File: src/rtl/prio_arb_pkg.sv
`default_nettype none
// ============================================================================
// Module      : prio_arb_pkg
// Description : Shared mode encodings and the round-robin pointer wrap helper.
// Revision    : 1.0 - initial release
// ============================================================================
package prio_arb_pkg;

   localparam logic MODE_FIXED = 1'b0;
   localparam logic MODE_RR    = 1'b1;

   // Explicit wrap so non-power-of-2 widths return to 0 after N-1.
   function automatic int unsigned next_ptr(input int unsigned idx, input int unsigned n);
      return (idx == n - 1) ? 0 : idx + 1;
   endfunction

endpackage
`default_nettype wire

File: src/rtl/prio_enc_core.sv
`default_nettype none
// ============================================================================
// Module      : prio_enc_core
// Description : Combinational rotate / priority-search / un-rotate encoder.
// Revision    : 1.0 - initial release
// ============================================================================
module prio_enc_core #(
   parameter int N     = 8,
   parameter int IDX_W = $clog2(N)
) (
   input  logic [N-1:0]     req,
   input  logic [IDX_W-1:0] start,
   input  logic             up,
   output logic             found,
   output logic [IDX_W-1:0] idx
);

   logic [N-1:0]     w_rot;
   logic [IDX_W-1:0] w_k;

   // Position of the k-th candidate, walking from start upward or downward mod N.
   function automatic logic [IDX_W-1:0] pos_of(input logic [IDX_W-1:0] s,
                                                input int unsigned k,
                                                input logic dir_up);
      int unsigned p;
      if (dir_up)
         p = (32'(s) + k) % N;
      else
         p = (32'(s) + N - k) % N;
      return IDX_W'(p);
   endfunction

   for (genvar k = 0; k < N; k++) begin : g_rot
      assign w_rot[k] = req[pos_of(start, k, up)];
   end

   always_comb begin
      w_k = '0;
      for (int k = N - 1; k >= 0; k--) begin
         if (w_rot[k])
            w_k = IDX_W'(k);
      end
   end

   assign found = |req;
   assign idx   = pos_of(start, 32'(w_k), up);

endmodule
`default_nettype wire

File: src/rtl/prio_arbiter_rr.sv
`default_nettype none
// ============================================================================
// Module      : prio_arbiter_rr
// Description : N-input fixed/round-robin arbiter with a valid/ready result reg.
// Revision    : 1.0 - initial release
// ============================================================================
module prio_arbiter_rr
   import prio_arb_pkg::*;
#(
   parameter int N = 8,
   localparam int IDX_W = $clog2(N)
) (
   input  logic             clk,
   input  logic             rst_n,
   input  logic [N-1:0]     req,
   input  logic             mode,
   input  logic             out_ready,
   output logic             out_valid,
   output logic [IDX_W-1:0] out_idx,
   output logic [N-1:0]     out_onehot,
   output logic [IDX_W-1:0] rr_ptr
);

   localparam logic [N-1:0]     c_one  = N'(1);
   localparam logic [IDX_W-1:0] c_top  = IDX_W'(N - 1);

   logic             r_valid;
   logic [IDX_W-1:0] r_idx;
   logic [N-1:0]     r_onehot;
   logic [IDX_W-1:0] r_ptr;

   logic             w_rr;
   logic [IDX_W-1:0] w_start;
   logic             w_found;
   logic [IDX_W-1:0] w_idx;
   logic             w_load;

   // Fixed priority is a downward search from the top index; RR searches up from r_ptr.
   assign w_rr    = (mode == MODE_RR);
   assign w_start = w_rr ? r_ptr : c_top;

   prio_enc_core #(
      .N     (N),
      .IDX_W (IDX_W)
   ) u_core (
      .req   (req),
      .start (w_start),
      .up    (w_rr),
      .found (w_found),
      .idx   (w_idx)
   );

   assign w_load = (!r_valid || out_ready) && w_found;

   always_ff @(posedge clk or negedge rst_n) begin
      if (!rst_n) begin
         r_valid  <= 1'b0;
         r_idx    <= '0;
         r_onehot <= '0;
         r_ptr    <= '0;
      end else begin
         if (w_load) begin
            r_valid  <= 1'b1;
            r_idx    <= w_idx;
            r_onehot <= c_one << w_idx;
            if (w_rr)
               r_ptr <= IDX_W'(next_ptr(32'(w_idx), N));
         end else if (r_valid && out_ready) begin
            r_valid <= 1'b0;
         end
      end
   end

   assign out_valid  = r_valid;
   assign out_idx    = r_idx;
   assign out_onehot = r_onehot;
   assign rr_ptr     = r_ptr;

endmodule
`default_nettype wire
File: config.mk
export PLATFORM = sky130hd
export DESIGN_NAME = prio_arbiter_rr
export DESIGN_NICKNAME = d
export VERILOG_FILES = /design/src/rtl/prio_arb_pkg.sv /design/src/rtl/prio_enc_core.sv /design/src/rtl/prio_arbiter_rr.sv
export SDC_FILE = /design/constraint.sdc
export NUM_CORES = 1
export LEC_CHECK = 0
export ABC_AREA = 1
export ABC_CLOCK_PERIOD_IN_PS = 10890
export CELL_PAD_IN_SITES_DETAIL_PLACEMENT = 0
export CELL_PAD_IN_SITES_GLOBAL_PLACEMENT = 1
export CORE_MARGIN = 1.5
export CORE_UTILIZATION = 39
export CTS_CLUSTER_SIZE = 28
export DETAILED_ROUTE_END_ITERATION = 12
export PLACE_DENSITY_LB_ADDON = 0.05
export SLEW_MARGIN = 10
export SYNTH_ARGS = -nofsm -noshare
export SYNTH_HDL_FRONTEND = slang
export SYNTH_SLANG_ARGS = --single-unit
File: constraint.sdc
create_clock -name clk -period 10.89 [get_ports clk]
set_clock_uncertainty 0.1 [all_clocks]
set_input_delay 1.6335 -clock clk [delete_from_list [all_inputs] [get_ports clk]]
set_output_delay 1.6335 -clock clk [all_outputs]
set_load 0.01 [all_outputs]
; ---- Word-level counts from Yosys, hierarchy flattened
; Index checks and enable logic that the tools add are counted.
[totals]
regBits = 15
inputBits = 12
out_inout_bits = 15
wordCells = 76
[op_classes]
addsub = 18
magnitude_cmp = 8
n_eq_ne = 1
shift = 1
muxes = 37
reduce_logical = 7
[ops]
columns = cell, n
row1 = $mux 3, 19
row2 = $lt 3x4->1 const B, 8
row3 = $bmux 1 s3, 8
row4 = $add 3x3->3 const B, 4
row5 = $sub 3x3->3 const B, 4
row6 = $mux 1, 10
row7 = $add 3x1->3 const B, 3
row8 = $reduce_or 8->1, 1
row9 = $shl 1x3->8 const A, 1
row10 = $add 3x2->3 const B, 2
row11 = $sub 3x2->3 const B, 2
row12 = $add 3x3->3, 1
row13 = $eq 3x3->1 const B, 1
row14 = $sub 3x1->3 const B, 1
row15 = $sub 3x3->3, 1
row16 = $logic_and 1x1->1, 2
row17 = $reduce_and 2->1, 1
row18 = $reduce_bool 2->1, 1
row19 = $logic_not 1->1, 1
row20 = $logic_or 1x1->1, 1

; ---- Longest topological paths before layout
; Gate-level depths: netlist of the first run.
[logic_depth]
depth_word = 18
depth_mapped = 29

; ---- Hierarchy
; A second synthesis of the first run with hierarchy kept.
[unflattened]
cells_unflattened = 230
hier_area_um2 = 1460.2
[by_module_without_submodules]
columns = mod, instances, cells_each, area_each_um2, seq_area_each_um2
row1 = prio_arbiter_rr, 1, 80, 753.2, 375.4
row2 = prio_enc_core, 1, 150, 706.9, 0.0

; ---- Worst setup path after synthesis of the first run
; OpenSTA, ideal clock, no wires.
[synth_path]
path_type = input to register
start = input mode
end = register r_ptr[2] (netlist: rr_ptr[2])
setup_time_ps = 83
t_arrival_ps = 4542
required_time_ps = 10707
slack_ps = 6165
cell_stages = 25
n_path_buf = 1
cell_sequence = buf_6 nand2_4 ha_1 inv_1 nand3_1 nand3_1 nand2_1 nand3_1 nand2_1 nand2_1 nand2_1 nand2_1 nand2_1 nand2_1 ha_1 or2_2 nand2_1 fa_1 inv_1 xor2_1 inv_1 nand2_2 nand2_4 ha_1 o21ai_0
[synth_between]
elab_chain_cells = 18
elab_cells_between_ends = 55
[synth_rtl]
columns = element, line
row1 = "start, declared", prio_arbiter_rr.sv:16  ; input logic mode,
row2 = $mux 3, prio_arbiter_rr.sv:40  ; assign w_start = w_rr ? r_ptr : c_top;
row3 = $add 3x1->3, prio_enc_core.sv:29  ; p = (32'(s) + N - k) % N;
row4 = $sub 3x3->3, prio_enc_core.sv:29
row5 = $mux 3, prio_enc_core.sv:26  ; if (dir_up)
row6 = $bmux 1 s3, prio_enc_core.sv:34  ; assign w_rot[k] = req[pos_of(start, k, up)];
row7 = $mux 1 (not written as such), prio_enc_core.sv:34
row8 = $mux 3 (8 in a row), prio_enc_core.sv:40  ; if (w_rot[k])
row9 = $sub 3x3->3 / $add 3x3->3 (equally long branches), "prio_enc_core.sv:29, prio_enc_core.sv:27"
row10 = $mux 3, prio_enc_core.sv:26
row11 = $add 3x1->3 / $eq 3x3->1 (equally long branches), prio_arb_pkg.sv:14  ; return (idx == n - 1) ? 0 : idx + 1;
row12 = $mux 3, prio_arb_pkg.sv:14
row13 = "end signal, assigned", prio_arbiter_rr.sv:67  ; r_ptr <= IDX_W'(next_ptr(32'(w_idx), N));
row14 = "end, declared", prio_arbiter_rr.sv:30  ; logic [IDX_W-1:0] r_ptr;
; Several ways; a longest one is shown, not always the timed one. The select of a mux whose other input is x is not followed.
; A chain may end at the register's enable or synchronous reset.

; ---- Final worst setup path of the first run
; Same ends and word-level chain as after synthesis.

==> results.md, run 1 <==
- Overall overflow remaining after global route: 0
- Die Wd: 62.8 um
- Inst Count DP: 278
- Final count of pins violating max slew: 0
- Worst setup slack after layout: 5.00 ns
- Compound-Gate Fraction of Synth Area: 5.66%
- Tmin final: 5.89 ns
- Detailed-placement wirelength estimate: roughly 2700 um
- Adder-cell share of the synthesized area: 10.1%
- Post-CTS clock slew at the launch and capture registers of the worst setup and hold paths: 0.08 ns
- Required time at the worst-slack endpoint: ~11 ns
- Critical path startpoint category: primary input
- Type of element capturing the critical path: flip-flop
- Count of port buffers added during placement: 26
- Initial DRC Count: 47
- Worst EP arrival: about 6.0 ns
- Die outline area: between 3000 and 4000 um2
- DRC violations left: 0
- Crit share post-route: 54.1%
- Worst vdd ir: 0.0739 mV
- Yosys reg bits: 15
- Met1 usage in global routing: 20.4%
- Fraction of the mapped netlist area in simple logic gates: 47.3%
- Final number of hold-violating endpoints: 0
- Register area share after synthesis: 27.0%
- Starting Density: roughly 40%
- Final nets: 259
- Synth-to-Final Area Change: 22.6%
- Number of max-cap violations: 0
- Area of the mapped netlist: 1390 um2
- Clock Sink Count: 15
- Drt via density: 4.85
- Total via count in the routed design: 1,368
- Number of iterations in the first detailed-routing pass: 4
- Standard-cell row count: 21
- Global-route wire length before repair: 5580 um
- Smallest hold slack: approximately 0.38 ns
- Post-synthesis cell type count: 27
- TritonCTS clock tree: yes
- Antenna violations before repair: 0
- Count of non-filler cells in the finished layout: 282
- Main combinational cell family by area after synthesis: simple AND/OR/NAND/NOR gates
- Total number of H-tree levels: 1
- Worst skew pair latency: 0.27 ns
- Pin count of the biggest net entering global routing: 20
- GR Util met2: 33.5%
- Clock tree root buffer cell: sky130_fd_sc_hd__clkbuf_4
- FMAX: ~170 MHz
- Status: finished, final reports clean
- Final count of negative-setup-slack endpoints: 0
- Worst Path Class, Setup: primary input to flip-flop
- DRT antenna net count: 0
- Routability Congestion: 0.902
- Synthesized netlist cell count: 209
- Post-CTS setup-driven buffer insertion count: 0
- Die outline height: approximately 63 um
- Fin util: about half
- Post-Place Worst Slack: approximately 4.7 ns
- Tot GR Track Use: 17.8%
- Biggest fanout along the worst timing path: 19
- Area share of xor/xnor cells in the synthesized design: less than 1%
- Post-DR wirelength/cell: 11.6 um
- Clock buffer count from CTS: 3
- Per-instance average area after synthesis: 6.66 um2
- Power per unit of standard cell area: 273 nW/um2
- Classification of the worst-slack hold path: flip-flop to flip-flop
- Met3 usage: 1.62%
- Max-slew headroom at the worst pin: 39.9%
- Number of antenna cells inserted: 0
- Unrepaired setup endpoints after global routing: false
- Hold_buf cts: 0
- Total I/O pin count: 27
- Multiplexer share of the synthesized area: 0%
- Standby leakage power: 0.000912 uW
- Layout cells sized above 1: 10.6%
- Clock Path Buffers: 2
- Net count of the mapped netlist: 231
- Post-Route Setup TNS: 0 ns
- Total Wirelength: 3280 um
- Count of yosys warnings during synthesis: 0
- Worst Max-Slew Pin Slew: about 0.9 ns
- Resize count post-CTS: 0
- Routing layer with the top usage in global route: met2
- Via count of the first global-routing pass: around 1,300
- Core Region: 3390 um2
## through the flow
step                total power, uW  instance area, um2
finish                          465                1710
global route                    524                1710
CTS                             473                1710
detailed placement              439                1680
global placement                431                1680
floorplan                       340                1390
## registers in the layout, indices dropped and copies added, names as in the netlist
signal and count:
out_idx 3, out_onehot 8, out_valid 1, rr_ptr 3
## layer usage
| metal | vias up | part of all wire [%] |
|---|---|---|
| li1 | 726 | - |
| met1 | 604 | 43 |
| met2 | 34 | 53 |
| met3 | 4 | 3.2 |
| met4 | 0 | 1.0 |
| met5 | - | 0 |
## power breakdown
part	internal (uW)	total [uW]	switching (uW)	leakage [uW]
Clock	14.2	30.6	16.5	0.0000150
Combinational	135	342	207	0.000706
Sequential	75.5	92.1	16.6	0.000191
Total	225	465	240	0.000912
## final timing paths
check | from | endpoint | slack, ns | cells past startpoint
worst min register to register | out_onehot[2]$_DFFE_PN0P_ | out_onehot[2]$_DFFE_PN0P_ | 0.38 | 2
max in group asynchronous | rst_n | out_onehot[0]$_DFFE_PN0P_ | 8.62 | 1
worst min-delay path | out_onehot[2]$_DFFE_PN0P_ | out_onehot[2]$_DFFE_PN0P_ | 0.38 | 2
min in group asynchronous | rst_n | out_idx[0]$_DFFE_PN0P_ | 1.65 | 1
worst max-delay path | mode | rr_ptr[2]$_DFFE_PN0P_ | 5.00 | 25
worst max register to register | rr_ptr[0]$_DFFE_PN0P_ | rr_ptr[2]$_DFFE_PN0P_ | 6.94 | 25
## placed cells by master (no fill, tap or decap), drive strengths merged, types with 2 or more instances in the layout
cell | Yosys | layout
nor2 | 10 | 10
dfrtp | 15 | 15
nand3 | 36 | 36
o21ai | 12 | 12
nand2 | 89 | 89
clkbuf | 1 | 4
inv | 25 | 25
clkdlybuf4s50 | 0 | 26
nand4 | 2 | 2
ha | 8 | 8
fa | 2 | 2
nor4 | 2 | 2
## worst max-delay path: stages
cell and delay (ns):
sky130_fd_sc_hd__clkdlybuf4s50_1 1.06, sky130_fd_sc_hd__nand2_4 0.20, sky130_fd_sc_hd__ha_1 0.39, sky130_fd_sc_hd__inv_1 0.07, sky130_fd_sc_hd__nand3_1 0.14, sky130_fd_sc_hd__nand3_1 0.09, sky130_fd_sc_hd__nand2_1 0.10, sky130_fd_sc_hd__nand3_1 0.08
sky130_fd_sc_hd__nand2_1 0.06, sky130_fd_sc_hd__nand2_1 0.04, sky130_fd_sc_hd__nand2_1 0.05, sky130_fd_sc_hd__nand2_1 0.04, sky130_fd_sc_hd__nand2_1 0.05, sky130_fd_sc_hd__nand2_1 0.07, sky130_fd_sc_hd__ha_1 0.27, sky130_fd_sc_hd__or2_2 0.10
sky130_fd_sc_hd__nand2_1 0.10, sky130_fd_sc_hd__fa_1 0.41, sky130_fd_sc_hd__inv_1 0.07, sky130_fd_sc_hd__xor2_1 0.20, sky130_fd_sc_hd__inv_1 0.07, sky130_fd_sc_hd__nand2_2 0.11, sky130_fd_sc_hd__nand2_4 0.09, sky130_fd_sc_hd__ha_1 0.29
sky130_fd_sc_hd__o21ai_0 0.17
## synthesized netlist by cell type
cell,count,area [um2]
sky130_fd_sc_hd__nand3_2,4,40.0
sky130_fd_sc_hd__fa_1,2,40.0
sky130_fd_sc_hd__buf_6,1,11.3
sky130_fd_sc_hd__ha_1,8,100
sky130_fd_sc_hd__nand4_1,2,12.5
sky130_fd_sc_hd__inv_2,2,7.51
sky130_fd_sc_hd__nand3_1,32,160
sky130_fd_sc_hd__o21bai_1,1,7.51
sky130_fd_sc_hd__o21ai_0,8,40.0
sky130_fd_sc_hd__nor2_2,1,6.26
sky130_fd_sc_hd__nand2_1,81,304
sky130_fd_sc_hd__nor3_1,1,5.00
sky130_fd_sc_hd__inv_1,22,82.6
sky130_fd_sc_hd__nor2_4,1,11.3
sky130_fd_sc_hd__clkbuf_1,1,3.75
sky130_fd_sc_hd__o21ai_2,3,26.3
sky130_fd_sc_hd__buf_8,1,15.0
sky130_fd_sc_hd__or2_2,1,6.26
sky130_fd_sc_hd__clkinv_2,1,5.00
sky130_fd_sc_hd__nor4_1,2,12.5
sky130_fd_sc_hd__dfrtp_1,15,375
sky130_fd_sc_hd__xor2_1,1,8.76
sky130_fd_sc_hd__nand2_4,4,45.0
sky130_fd_sc_hd__inv_4,1,6.26
sky130_fd_sc_hd__o21ai_1,1,5.00
sky130_fd_sc_hd__nor2_1,8,30.0
sky130_fd_sc_hd__nand2_2,4,25.0
## layout make-up
| cell class | instances | area [um2] |
|---|---|---|
| clock buffers | 4 | 26.3 |
| inverters | 26 | 101 |
| flip-flops and latches | 15 | 375 |
| well taps | 46 | 57.6 |
| multi-input cells | 165 | 886 |
| fillers | 347 | 1680 |
| repair buffers | 26 | 260 |
## logic make-up after synthesis
group,count (synthesis)
adders and majority gates,10
buffers and inverters,29
xor gates and xnor gates,1
and+or+nand+nor,141
AOI/OAI and AO/OA,13
DFF,15
No activity file was read; power rests on OpenSTA's default activity.
==> run 2: changes to the inputs <==
ABC_CLOCK_PERIOD_IN_PS = 5200   (was 10890)
CORE_UTILIZATION = 33   (was 39)
clock period = 5.2 ns   (was 10.89 ns; I/O delays follow)
==> run 2 against run 1 <==
Net effect: clock power grew to 3.1 times the previous value; via count increased by 3.9%; worst hold slack improved by 0.0041 ns; count of clock-buffer cells in the layout unchanged; largest cell class unchanged; critical path depth did not move; non-clock buffer count up 1.
==> results.md, run 2 (synthesized netlist as in run 1, its figures left out) <==
- Clock power share: 9.4% (+2.8 points)
- Switching power total: 513 uW (+110%)
- Crit share post-route: 86.7%
- Unrepaired setup endpoints after global routing: false
- Met3 usage: 0.987% (-0.63 points)
- Tot GR Track Use: 17.3% (-0.44 points)
- Clock Sink Count: 15 (unchanged)
- Final nets: 260 (+0.39%)
- Tmin final: 4.51 ns
- Status: finished, final reports clean
- TritonCTS clock tree: yes
- Cell count of the worst reg-to-reg path: 25 (unchanged)
- Initial DRC Count: 71 (+51%)
- Core Region: 4030 um2 (+19%)
- Critical path startpoint category: primary input
- Final count of pins violating max slew: 0 (unchanged)
- Highest-count cells in the layout ignoring fill and taps: 81 x sky130_fd_sc_hd__nand2_1, 32 x sky130_fd_sc_hd__nand3_1, 26 x sky130_fd_sc_hd__clkdlybuf4s50_1, 22 x sky130_fd_sc_hd__inv_1, 15 x sky130_fd_sc_hd__dfrtp_1
- Number of max-cap violations: 0 (unchanged)
- Smallest hold slack: 0.384 ns (+0.00408 ns)
- Worst Path Class, Setup: primary input to flip-flop
- Number of antenna cells inserted: 0 (unchanged)
- Die Wd: 68.0 um (+8.3%)
- Delay-heaviest family, CP: adder cells
- Via count of the first global-routing pass: 1,347 (+5.3%)
- Total Wirelength: 3540 um (+7.7%)
- Worst setup endpoint: rr_ptr[2]$_DFFE_PN0P_
- Synth-to-Final Area Change: 24.8%
- Fill cell instance count of the final layout: 445 (+28%)
- Post-Place Worst Slack: 0.413 ns (-4.24 ns)
- Max reg flops: 8 (unchanged)
- Register share of total power: 19.1% (-0.7 points)
- Hold_buf cts: 0 (unchanged)
- Pin count of the biggest net entering global routing: 18 (-10%)
- Standard-cell row count: 23 (+9.5%)
- Worst EP arrival: 4.58 ns (-1.40 ns)
- Post-Route Setup TNS: 0 ns (unchanged)
- Cell internal pwr: 495 uW (+120%)
- Type of element capturing the critical path: flip-flop
- Worst Max-Slew Pin Slew: 0.672 ns (-0.227 ns)
- Starting Density: 34.6% (-6.5 points)
- Biggest fanout along the worst timing path: 11 (-8)
- Clock tree root buffer cell: sky130_fd_sc_hd__clkbuf_8
- Required time at the worst-slack endpoint: 5.27 ns (-5.71 ns)
- Post-CTS setup-driven buffer insertion count: 0 (unchanged)
- Power per unit of standard cell area: 580 nW/um2 (+110%)
- Standby leakage power: 0.000925 uW (+1.4%)
- Commonest non-fill, non-tap cell in the layout: sky130_fd_sc_hd__nand2_1
- Post-CTS clock slew at the launch and capture registers of the worst setup and hold paths: 0.06 ns (-0.02 ns)
- Resize count post-CTS: 0 (unchanged)
- Max-slew headroom at the worst pin: 55.0% (+15 points)
- R2R Path Start: rr_ptr[0]$_DFFE_PN0P_
- Total number of H-tree levels: 1 (unchanged)
- FF-to-FF setup slack: 1.35 ns (-5.59 ns)
- Drt via density: 4.95 (+2.1%)
- Global-route wire length before repair: 5960 um (+6.8%)
- Count of port buffers added during placement: 26 (unchanged)
- Clock Path Buffers: 2 (unchanged)
- FMAX: ~220 MHz
- DRT antenna net count: 0 (unchanged)
- Final count of negative-setup-slack endpoints: 0 (unchanged)
- Share of power burned in combinational logic: 71.5% (-2.1 points)
- Sw frac: 50.9% (-0.77 points)
- Standard cell with the maximum stage delay on the critical path: sky130_fd_sc_hd__clkdlybuf4s50_1
- Routing layer with the top usage in global route: met2
- Routability Congestion: 0.845 (-6.3%)
- Critical path's largest stage delay: 0.65 ns (-0.41 ns)
- Worst vdd ir: 0.143 mV (+94%)
- Number of iterations in the first detailed-routing pass: 4 (unchanged)
- Worst skew pair latency: 0.25 ns (-0.02 ns)
- GR Util met2: 34.6% (+1.1 points)
- Inst Count DP: 283 (+1.8%)
- Antenna violations before repair: 0 (unchanged)
- Total I/O pin count: 27 (unchanged)
- Post-DR wirelength/cell: 12.3 um (+5.9%)
- Classification of the worst-slack hold path: flip-flop to flip-flop
- Worst setup slack after layout: 0.692 ns (-4.31 ns)
- Met1 usage in global routing: 18.3% (-2.0 points)
- Total via count in the routed design: 1,422 (+3.9%)
- Cell occurring most often along the worst timing path: sky130_fd_sc_hd__nand2_1
- Detailed-placement wirelength estimate: 2930 um (+7.2%)
- CP startpoint: mode
- Worst Hold Depth: 2 (unchanged)
- DRC violations left: 0 (unchanged)
- Worst reg2reg endpoint: rr_ptr[2]$_DFFE_PN0P_
- Overall overflow remaining after global route: 0 (unchanged)
- Critical path buffer and inverter count: 4 (unchanged)
- Layout cells sized above 1: 11.0% (+0.38 points)
- Final number of hold-violating endpoints: 0 (unchanged)
- Clock buffer count from CTS: 3 (unchanged)
- Number of cells on the critical path: 25 (unchanged)
- Die outline area: 4620 um2 (+17%)
- Count of non-filler cells in the finished layout: 287 (+1.8%)
- Die outline height: 68.0 um (+8.3%)
[run 2: cell count changes in the layout (fill, tap and decap cells not counted), sizes merged]
| cell | previous run | this run |
|---|---|---|
| buf | 0 | 1 |
[run 2: cell type report]
class,instances,area [um2],share of cell area [%]
Clock buffer,4,45.0,2.59
Inverter,26,101,5.83
Multi-Input combinational cell,165,886,51.0
Sequential cell,15,375,21.6
Tap cell,50,62.6,3.60
Timing Repair Buffer,27,268,15.4
[run 2: power groups by stage]
stage | sequential [uW] | clock [uW] | combinational (uW)
finish | 193 | 94.5 | 720
global route | 199 | 104 | 836
CTS | 193 | 96.5 | 732
detailed placement | 195 | 0 | 730
global placement | 192 | 0 | 721
floorplan | 206 | 0 | 505
[run 2: metrics by stage]
stage / instance area (um2) / utilization, % / power (uW)
after floorplan: 1390 / - / 712
after global placement: 1690 / 42.0 / 913
after detailed placement: 1690 / 42.0 / 926
after CTS: 1740 / 43.1 / 1020
after global routing: 1740 / 43.1 / 1140
final: 1740 / 43.1 / 1010
[run 2: how the worst min path moves through the flow]
stage / from / end / slack (ns)
after CTS: out_onehot[1]$_DFFE_PN0P_ / out_onehot[1]$_DFFE_PN0P_ / 0.39
after floorplan: rst_n / out_idx[0]$_DFFE_PN0P_ / 0.38
after global placement: out_onehot[3]$_DFFE_PN0P_ / out_onehot[3]$_DFFE_PN0P_ / 0.36
final: out_onehot[5]$_DFFE_PN0P_ / out_onehot[5]$_DFFE_PN0P_ / 0.38
after global routing: out_onehot[3]$_DFFE_PN0P_ / out_onehot[3]$_DFFE_PN0P_ / 0.40
after detailed placement: out_onehot[1]$_DFFE_PN0P_ / out_onehot[1]$_DFFE_PN0P_ / 0.37
[run 2: metal layers]
metal / share of wire, % / up-vias
met1: 41 / 656
met5: 0 / -
met3: 3.3 / 5
met2: 54 / 39
li1: - / 722
met4: 1.8 / 0
[run 2: worst register-to-register path: stages, from the launching register on]
cell and delay, ns:
sky130_fd_sc_hd__dfrtp_1 0.42, sky130_fd_sc_hd__inv_4 0.14, sky130_fd_sc_hd__nand2_4 0.12, sky130_fd_sc_hd__ha_1 0.37, sky130_fd_sc_hd__inv_1 0.06, sky130_fd_sc_hd__nand3_1 0.11, sky130_fd_sc_hd__nand3_1 0.09, sky130_fd_sc_hd__nand2_1 0.09
sky130_fd_sc_hd__nand3_1 0.08, sky130_fd_sc_hd__nand2_1 0.06, sky130_fd_sc_hd__nand2_1 0.05, sky130_fd_sc_hd__nand2_1 0.05, sky130_fd_sc_hd__nand2_1 0.04, sky130_fd_sc_hd__nand2_1 0.05, sky130_fd_sc_hd__nand2_1 0.06, sky130_fd_sc_hd__ha_1 0.27
sky130_fd_sc_hd__or2_2 0.09, sky130_fd_sc_hd__nand2_1 0.10, sky130_fd_sc_hd__fa_1 0.41, sky130_fd_sc_hd__inv_1 0.08, sky130_fd_sc_hd__xor2_1 0.20, sky130_fd_sc_hd__inv_1 0.07, sky130_fd_sc_hd__nand2_2 0.11, sky130_fd_sc_hd__nand2_4 0.09
sky130_fd_sc_hd__ha_1 0.29, sky130_fd_sc_hd__o21ai_0 0.15
